==> config.mk <==
export PLATFORM = sky130hd
export DESIGN_NAME = fetch_unit
export DESIGN_NICKNAME = d
export VERILOG_FILES = /design/src/rtl/riscv_pkg.sv /design/src/rtl/fetch_unit_if_id_reg.sv /design/src/rtl/fetch_unit.sv
export SDC_FILE = /design/constraint.sdc
export NUM_CORES = 1
export LEC_CHECK = 0
export CELL_PAD_IN_SITES_DETAIL_PLACEMENT = 1
export CELL_PAD_IN_SITES_GLOBAL_PLACEMENT = 1
export CORE_ASPECT_RATIO = 2
export CORE_MARGIN = 5
export CORE_UTILIZATION = 31
export CTS_BUF_LIST = sky130_fd_sc_hd__clkbuf_4 sky130_fd_sc_hd__clkbuf_8
export CTS_CLUSTER_DIAMETER = 50
export CTS_CLUSTER_SIZE = 30
export DETAILED_ROUTE_END_ITERATION = 10
export GPL_TIMING_DRIVEN = 0
export PLACE_DENSITY_LB_ADDON = 0.1
export SYNTH_ARGS = -nofsm -noshare
export SYNTH_HDL_FRONTEND = slang
export SYNTH_HIERARCHICAL = 1
export SYNTH_SLANG_ARGS = --single-unit
export TNS_END_PERCENT = 100
==> constraint.sdc <==
create_clock -name clk_i -period 2.5 [get_ports clk_i]
set_input_delay 0.5 -clock clk_i [delete_from_list [all_inputs] [get_ports clk_i]]
set_output_delay 0.5 -clock clk_i [all_outputs]
set_load 0.05 [all_outputs]
==> src/rtl/riscv_pkg.sv <==
// Shared definitions for the fetch stage: instruction constants and the
// fetch state encoding.
package riscv_pkg;

    localparam logic [31:0] NOP_INST    = 32'h0000_0013;  // addi x0, x0, 0
    localparam logic [31:0] EBREAK_INST = 32'h0010_0073;

    typedef enum logic [1:0] {
        BOOT = 2'd0,
        RUN  = 2'd1,
        HALT = 2'd2
    } fetch_state_e;

endpackage

==> src/rtl/fetch_unit_if_id_reg.sv <==
// IF/ID pipeline boundary register: valid, PC, PC+4 and instruction.
// Flush (or reset) inserts a bubble, load captures new contents, otherwise hold.
module if_id_reg
    import riscv_pkg::*;
(
    input  logic        clk_i,
    input  logic        rst_ni,
    input  logic        load_i,
    input  logic        flush_i,
    input  logic [31:0] pc_i,
    input  logic [31:0] pc4_i,
    input  logic [31:0] inst_i,
    output logic        valid_o,
    output logic [31:0] pc_o,
    output logic [31:0] pc4_o,
    output logic [31:0] inst_o
);

    logic        valid_reg;
    logic [31:0] pc_reg;
    logic [31:0] pc4_reg;
    logic [31:0] inst_reg;

    // Flush wins over load; the bubble keeps the old PC fields so only
    // valid/inst mark it as empty.
    always_ff @(posedge clk_i) begin
        if (!rst_ni) begin
            valid_reg <= 1'b0;
            pc_reg    <= 32'h0;
            pc4_reg   <= 32'h0;
            inst_reg  <= NOP_INST;
        end else if (flush_i) begin
            valid_reg <= 1'b0;
            inst_reg  <= NOP_INST;
        end else if (load_i) begin
            valid_reg <= 1'b1;
            pc_reg    <= pc_i;
            pc4_reg   <= pc4_i;
            inst_reg  <= inst_i;
        end
    end

    assign valid_o = valid_reg;
    assign pc_o    = pc_reg;
    assign pc4_o   = pc4_reg;
    assign inst_o  = inst_reg;

endmodule

==> src/rtl/fetch_unit.sv <==
// Program counter and fetch stage. Drives the inst_mem word address from the
// PC, captures the returned instruction into IF/ID, and handles stall,
// redirect-with-flush and halt on EBREAK.
// Optional feature: define FETCH_MISALIGN_CHK_EN to refuse misaligned
// redirects (sticky misalign_o, fetch halts); otherwise the low target bits
// are simply cleared.
module fetch_unit
    import riscv_pkg::*;
#(
    parameter logic [31:0] RESET_PC = 32'h0000_0000,
    parameter int          ADDR_W   = 8
) (
    input  logic              clk_i,
    input  logic              rst_ni,
    input  logic              stall_i,
    input  logic              redirect_i,
    input  logic [31:0]       redirect_pc_i,
    output logic [ADDR_W-1:0] imem_addr_o,
    input  logic [31:0]       imem_data_i,
    output logic              if_id_valid_o,
    output logic [31:0]       if_id_pc_o,
    output logic [31:0]       if_id_pc4_o,
    output logic [31:0]       if_id_inst_o,
    output logic              halted_o,
    output logic              misalign_o
);

    logic [31:0]  pc_reg;
    logic [31:0]  pc_next;
    logic [31:0]  pc_plus4;
    fetch_state_e state_reg;
    fetch_state_e state_next;
    logic         misalign_reg;
    logic         misalign_set;
    logic         ifid_load;
    logic         ifid_flush;
    logic         redirect_ok;
    logic [31:0]  redirect_tgt;

    assign pc_plus4    = pc_reg + 32'd4;
    // Address depends on the PC register alone, so no combinational path
    // from the control inputs reaches inst_mem.
    assign imem_addr_o = pc_reg[ADDR_W+1:2];

`ifdef FETCH_MISALIGN_CHK_EN
    assign redirect_ok  = (redirect_pc_i[1:0] == 2'b00);
    assign redirect_tgt = redirect_pc_i;
`else
    assign redirect_ok  = 1'b1;
    assign redirect_tgt = redirect_pc_i & ~32'h3;
`endif

    // Next-PC mux and state transition; redirect beats stall beats advance.
    always_comb begin
        pc_next      = pc_reg;
        state_next   = state_reg;
        ifid_load    = 1'b0;
        ifid_flush   = 1'b0;
        misalign_set = 1'b0;
        case (state_reg)
            BOOT: begin
                ifid_flush = 1'b1;
                state_next = RUN;
            end
            RUN: begin
                if (redirect_i) begin
                    ifid_flush = 1'b1;
                    if (redirect_ok) begin
                        pc_next = redirect_tgt;
                    end else begin
                        misalign_set = 1'b1;
                        state_next   = HALT;
                    end
                end else if (!stall_i) begin
                    ifid_load = 1'b1;
                    pc_next   = pc_plus4;
                    if (imem_data_i == EBREAK_INST) begin
                        state_next = HALT;
                    end
                end
            end
            HALT: begin
                ifid_flush = 1'b1;
                if (redirect_i) begin
                    if (redirect_ok) begin
                        pc_next    = redirect_tgt;
                        state_next = RUN;
                    end else begin
                        misalign_set = 1'b1;
                    end
                end
            end
            default: begin
                ifid_flush = 1'b1;
                state_next = BOOT;
            end
        endcase
    end

    // PC, fetch state and sticky misalign flag.
    always_ff @(posedge clk_i) begin
        if (!rst_ni) begin
            pc_reg       <= RESET_PC;
            state_reg    <= BOOT;
            misalign_reg <= 1'b0;
        end else begin
            pc_reg    <= pc_next;
            state_reg <= state_next;
            if (misalign_set) begin
                misalign_reg <= 1'b1;
            end
        end
    end

    assign halted_o   = (state_reg == HALT);
    assign misalign_o = misalign_reg;

    if_id_reg u_if_id_reg (
        .clk_i   (clk_i),
        .rst_ni  (rst_ni),
        .load_i  (ifid_load),
        .flush_i (ifid_flush),
        .pc_i    (pc_reg),
        .pc4_i   (pc_plus4),
        .inst_i  (imem_data_i),
        .valid_o (if_id_valid_o),
        .pc_o    (if_id_pc_o),
        .pc4_o   (if_id_pc4_o),
        .inst_o  (if_id_inst_o)
    );

endmodule
==> impl_metrics.py <==
metrics = {
    "critical_path": {
        "slowest_delay_ns": 0.46,
        "end_kind": "register",
        "critPathSlowestCell": "o22a_1",
        "critPathTopFamily": "buffers and inverters",
        "cpMostUsedCell": "clkbuf_2",
        "setup.worst_path.start": "redirect_i",
        "crit_fanout": 10,
        "crit_path_cell_trace": "clkdlybuf4s50_1, clkbuf_2, nor2b_1, o22a_1, clkbuf_2, nor3_1, mux2i_1, a21oi_1",
        "critical_path_class": "in -> reg",
        "crit_arrival_ns": 2.75,
        "r2r_setup_slack_ns": 0.14,
        "worstSetupStartpointType": "input pin",
        "critPathBufInv": 3,
        "r2r_start": "pc_reg[2]",
        "cp.required_ns": 2.81,
    },
    "yosys": {
        "synth-seq-cells": 129,
        "synthesis.area_sq_mm": 0.00648,
        "syn_area_per_cell_sq_um": 8.57,
        "synth_cells": 756,
        "seq_area_frac_synth_pct": 39.9,
        "synth_cell_types": 62,
        "yosys_warnings": 6,
        "synth-edff-count": 0,
        "async_flop_share_pct": 0,
        "ys.flop_type": "dfxtp_1",
    },
    "clock_tree": {
        "clock_path_buffers": 2,
        "cts.sinks": 129,
        "cts-root-buf": "clkbuf_8",
        "cts_inserted_buffers": 17,
        "insertion_delay_ns": 0.45,
        "cts_tree": "yes",
        "htreeDepth": 4,
        "clkSlewWorstSetupHoldPaths_ns": 0.08,
    },
    "global_route": {
        "grt-ovfl-total": 0,
        "grt_max_degree": 17,
        "grtUsageTotal_pct": 19.6,
        "grt_pass1_wl_um": 36800,
        "grt_pass1_vias": 6578,
        "antenna_found_initial": 0,
    },
    "floorplanning": {
        "top_level_ports": 175,
        "die_h_um": 214,
        "initial_core_util_pct": 31.1,
        "coreArea_sq_mm": 0.0208,
        "rows": 75,
        "fp.dieArea_sq_mm": 0.0241,
        "chipWidth_um": 112,
    },
    "sta": {
        "holdWs_ns": 0.459,
        "drv_slew": 0,
        "min_period_ns": 2.44,
        "post-route-period-util_pct": 97.7,
        "setup_viol": 0,
        "hold_viol": 0,
        "worst_pin_slew_ns": 0.766,
        "finClkSkew_ns": 0.0173,
        "rsz0062_at_grt": "no",
        "maxSlewHeadroom_pct": 48.9,
        "fmax_ghz": 0.409,
    },
    "flow_run": {
        "maxCapViolCount": 0,
    },
    "detailed_routing": {
        "ant_nets": 0,
        "drt_first_pass_iters": 4,
        "drc_errors": 0,
        "via_per_inst": 4.94,
        "drtIter0Drc": 219,
        "wl_um": 23900,
        "wl_per_cell_um": 19.4,
        "vias": 6078,
    },
    "outcome": {
        "status": "completed",
    },
    "power_and_ir_drop": {
        "power_mw": 4.34,
        "total_leakage_power_nw": 3.07,
        "peakVddDrop_uv": 274,
        "p_per_area_mw_per_mm2": 487,
    },
    "placed_design": {
        "place.gp.congestion": 0.869,
        "placedCellCount": 1200,
        "dpl.hpwl_um": 18600,
        "portBuffers": 171,
    },
    "cells_and_area": {
        "syn_to_final_growth_pct": 37.8,
        "finalNetCount": 1020,
        "final_cell_count_no_fill": 1231,
        "drive_above_1_share_pct": 9.04,
        "antenna_cells": 0,
    },
    "min_path": {
        "min_path_type": "reg -> reg",
        "min_from": "u_if_id_reg/pc_o[30]",
    },
}
[worst register-to-register path, stage by stage, from the launching register on]
cell and delay, ns:
dfxtp_1 0.47, ha_1 0.33, nand4_1 0.12, buf_4 0.19
nor4_4 0.31, nand4_2 0.18, or4_1 0.52, a31oi_1 0.17
[synth_stat cells (all sizes together) (2+ instances only)]
| master | instances | share of area (%) |
|---|---|---|
| xnor2 | 18 | 2.4 |
| nor2 | 55 | 3.2 |
| o21ai | 20 | 1.5 |
| nor4 | 12 | 1.6 |
| o31a | 5 | 0.68 |
| a21oi | 25 | 1.9 |
| nand2 | 160 | 9.3 |
| and4 | 2 | 0.27 |
| nor3 | 14 | 1.3 |
| o211ai | 3 | 0.35 |
| nand3 | 29 | 2.4 |
| o22ai | 7 | 0.68 |
| buf | 31 | 4.5 |
| and2 | 6 | 0.58 |
| a311oi | 2 | 0.27 |
| o21a | 2 | 0.23 |
| nand2b | 5 | 0.48 |
| a211o | 3 | 0.41 |
| inv | 8 | 0.46 |
| nor2b | 11 | 1.2 |
| a22o | 3 | 0.41 |
| mux2i | 94 | 15 |
| and3 | 6 | 0.58 |
| a22oi | 5 | 0.58 |
| xor2 | 10 | 1.4 |
| or4 | 4 | 0.46 |
| a31oi | 5 | 0.48 |
| a211oi | 2 | 0.23 |
| dfxtp | 129 | 40 |
| a21o | 5 | 0.58 |
| clkbuf | 37 | 2.2 |
| nand4 | 19 | 2.5 |
[through the flow]
stage                     TNS, ns  utilization (%)  cell area, sq um  worst slack, ns
after floorplan                 0                -              6490            0.450
after global placement     -66.71             41.0              8540           -0.971
after detailed placement   -66.02             41.0              8540           -0.981
after CTS                       0             42.7              8890          0.00191
after global routing            0             42.8              8920           0.0112
final                           0             42.8              8920           0.0564
[where the power goes]
group | total [mW] | leakage (nW) | internal, mW | switching (mW)
registers | 2.15 | 1.04 | 2.09 | 0.0555
clock network | 1.59 | 0.179 | 0.760 | 0.831
logic | 0.604 | 1.85 | 0.254 | 0.350
total | 4.34 | 3.07 | 3.11 | 1.24
[cells by family after synthesis]
logic type | share of synthesized area, %
other | 0.0579
muxes | 14.5
adders and majority gates | 0.193
DFF | 39.9
AOI/OAI and AO/OA | 9.46
and+or+nand+nor | 24.9
buffers and inverters | 7.22
xor gates and xnor gates | 3.79
[cells in the final DEF (no fill, tap or decap), drive strengths merged, types with 10 or more instances in the layout]
master / count
nand3: 29
nor2: 55
dfxtp: 129
nor3: 14
nor4: 12
xnor2: 18
nor2b: 11
a21oi: 25
mux2i: 94
clkbuf: 61
xor2: 10
nand4: 19
nand2: 160
buf: 31
o21ai: 20
clkdlybuf4s50: 167
[final timing paths]
path | to | cells after the start
worst max register to register | pc_reg[24] | 7
worst max-delay path | pc_reg[29] | 8
worst min-delay path | u_if_id_reg/pc_o[30] | 2
worst min register to register | u_if_id_reg/pc_o[30] | 2
[routing by layer]
| layer | global-route usage [%] | wire length (um) |
|---|---|---|
| met4 | 6.74 | 546 |
| met1 | 18.9 | 8590 |
| met3 | 4.57 | 1160 |
| met5 | 0 | 0 |
| met2 | 39.2 | 13600 |
[cell type report]
type                            instances  area (sq um)
Clock inverter                          7          37.5
Fill cell                            2507         11900
Tap cell                              269           337
Clock buffer                           23           292
Sequential cell                       129          2580
Buffer                                 68           444
Multi-Input combinational cell        554          3480
Inverter                                9          33.8
Timing Repair Buffer                  172          1720
[repair_timing]
action | 4_1_cts | 5_1_grt
gates resized for setup | 12 | 11
setup buffers | 0 | 1
pin swaps | 0 | 1
endpoints found under the setup margin | 61 | 98
hold buffers | 0 | 0
(Power assumes the default switching activity.)
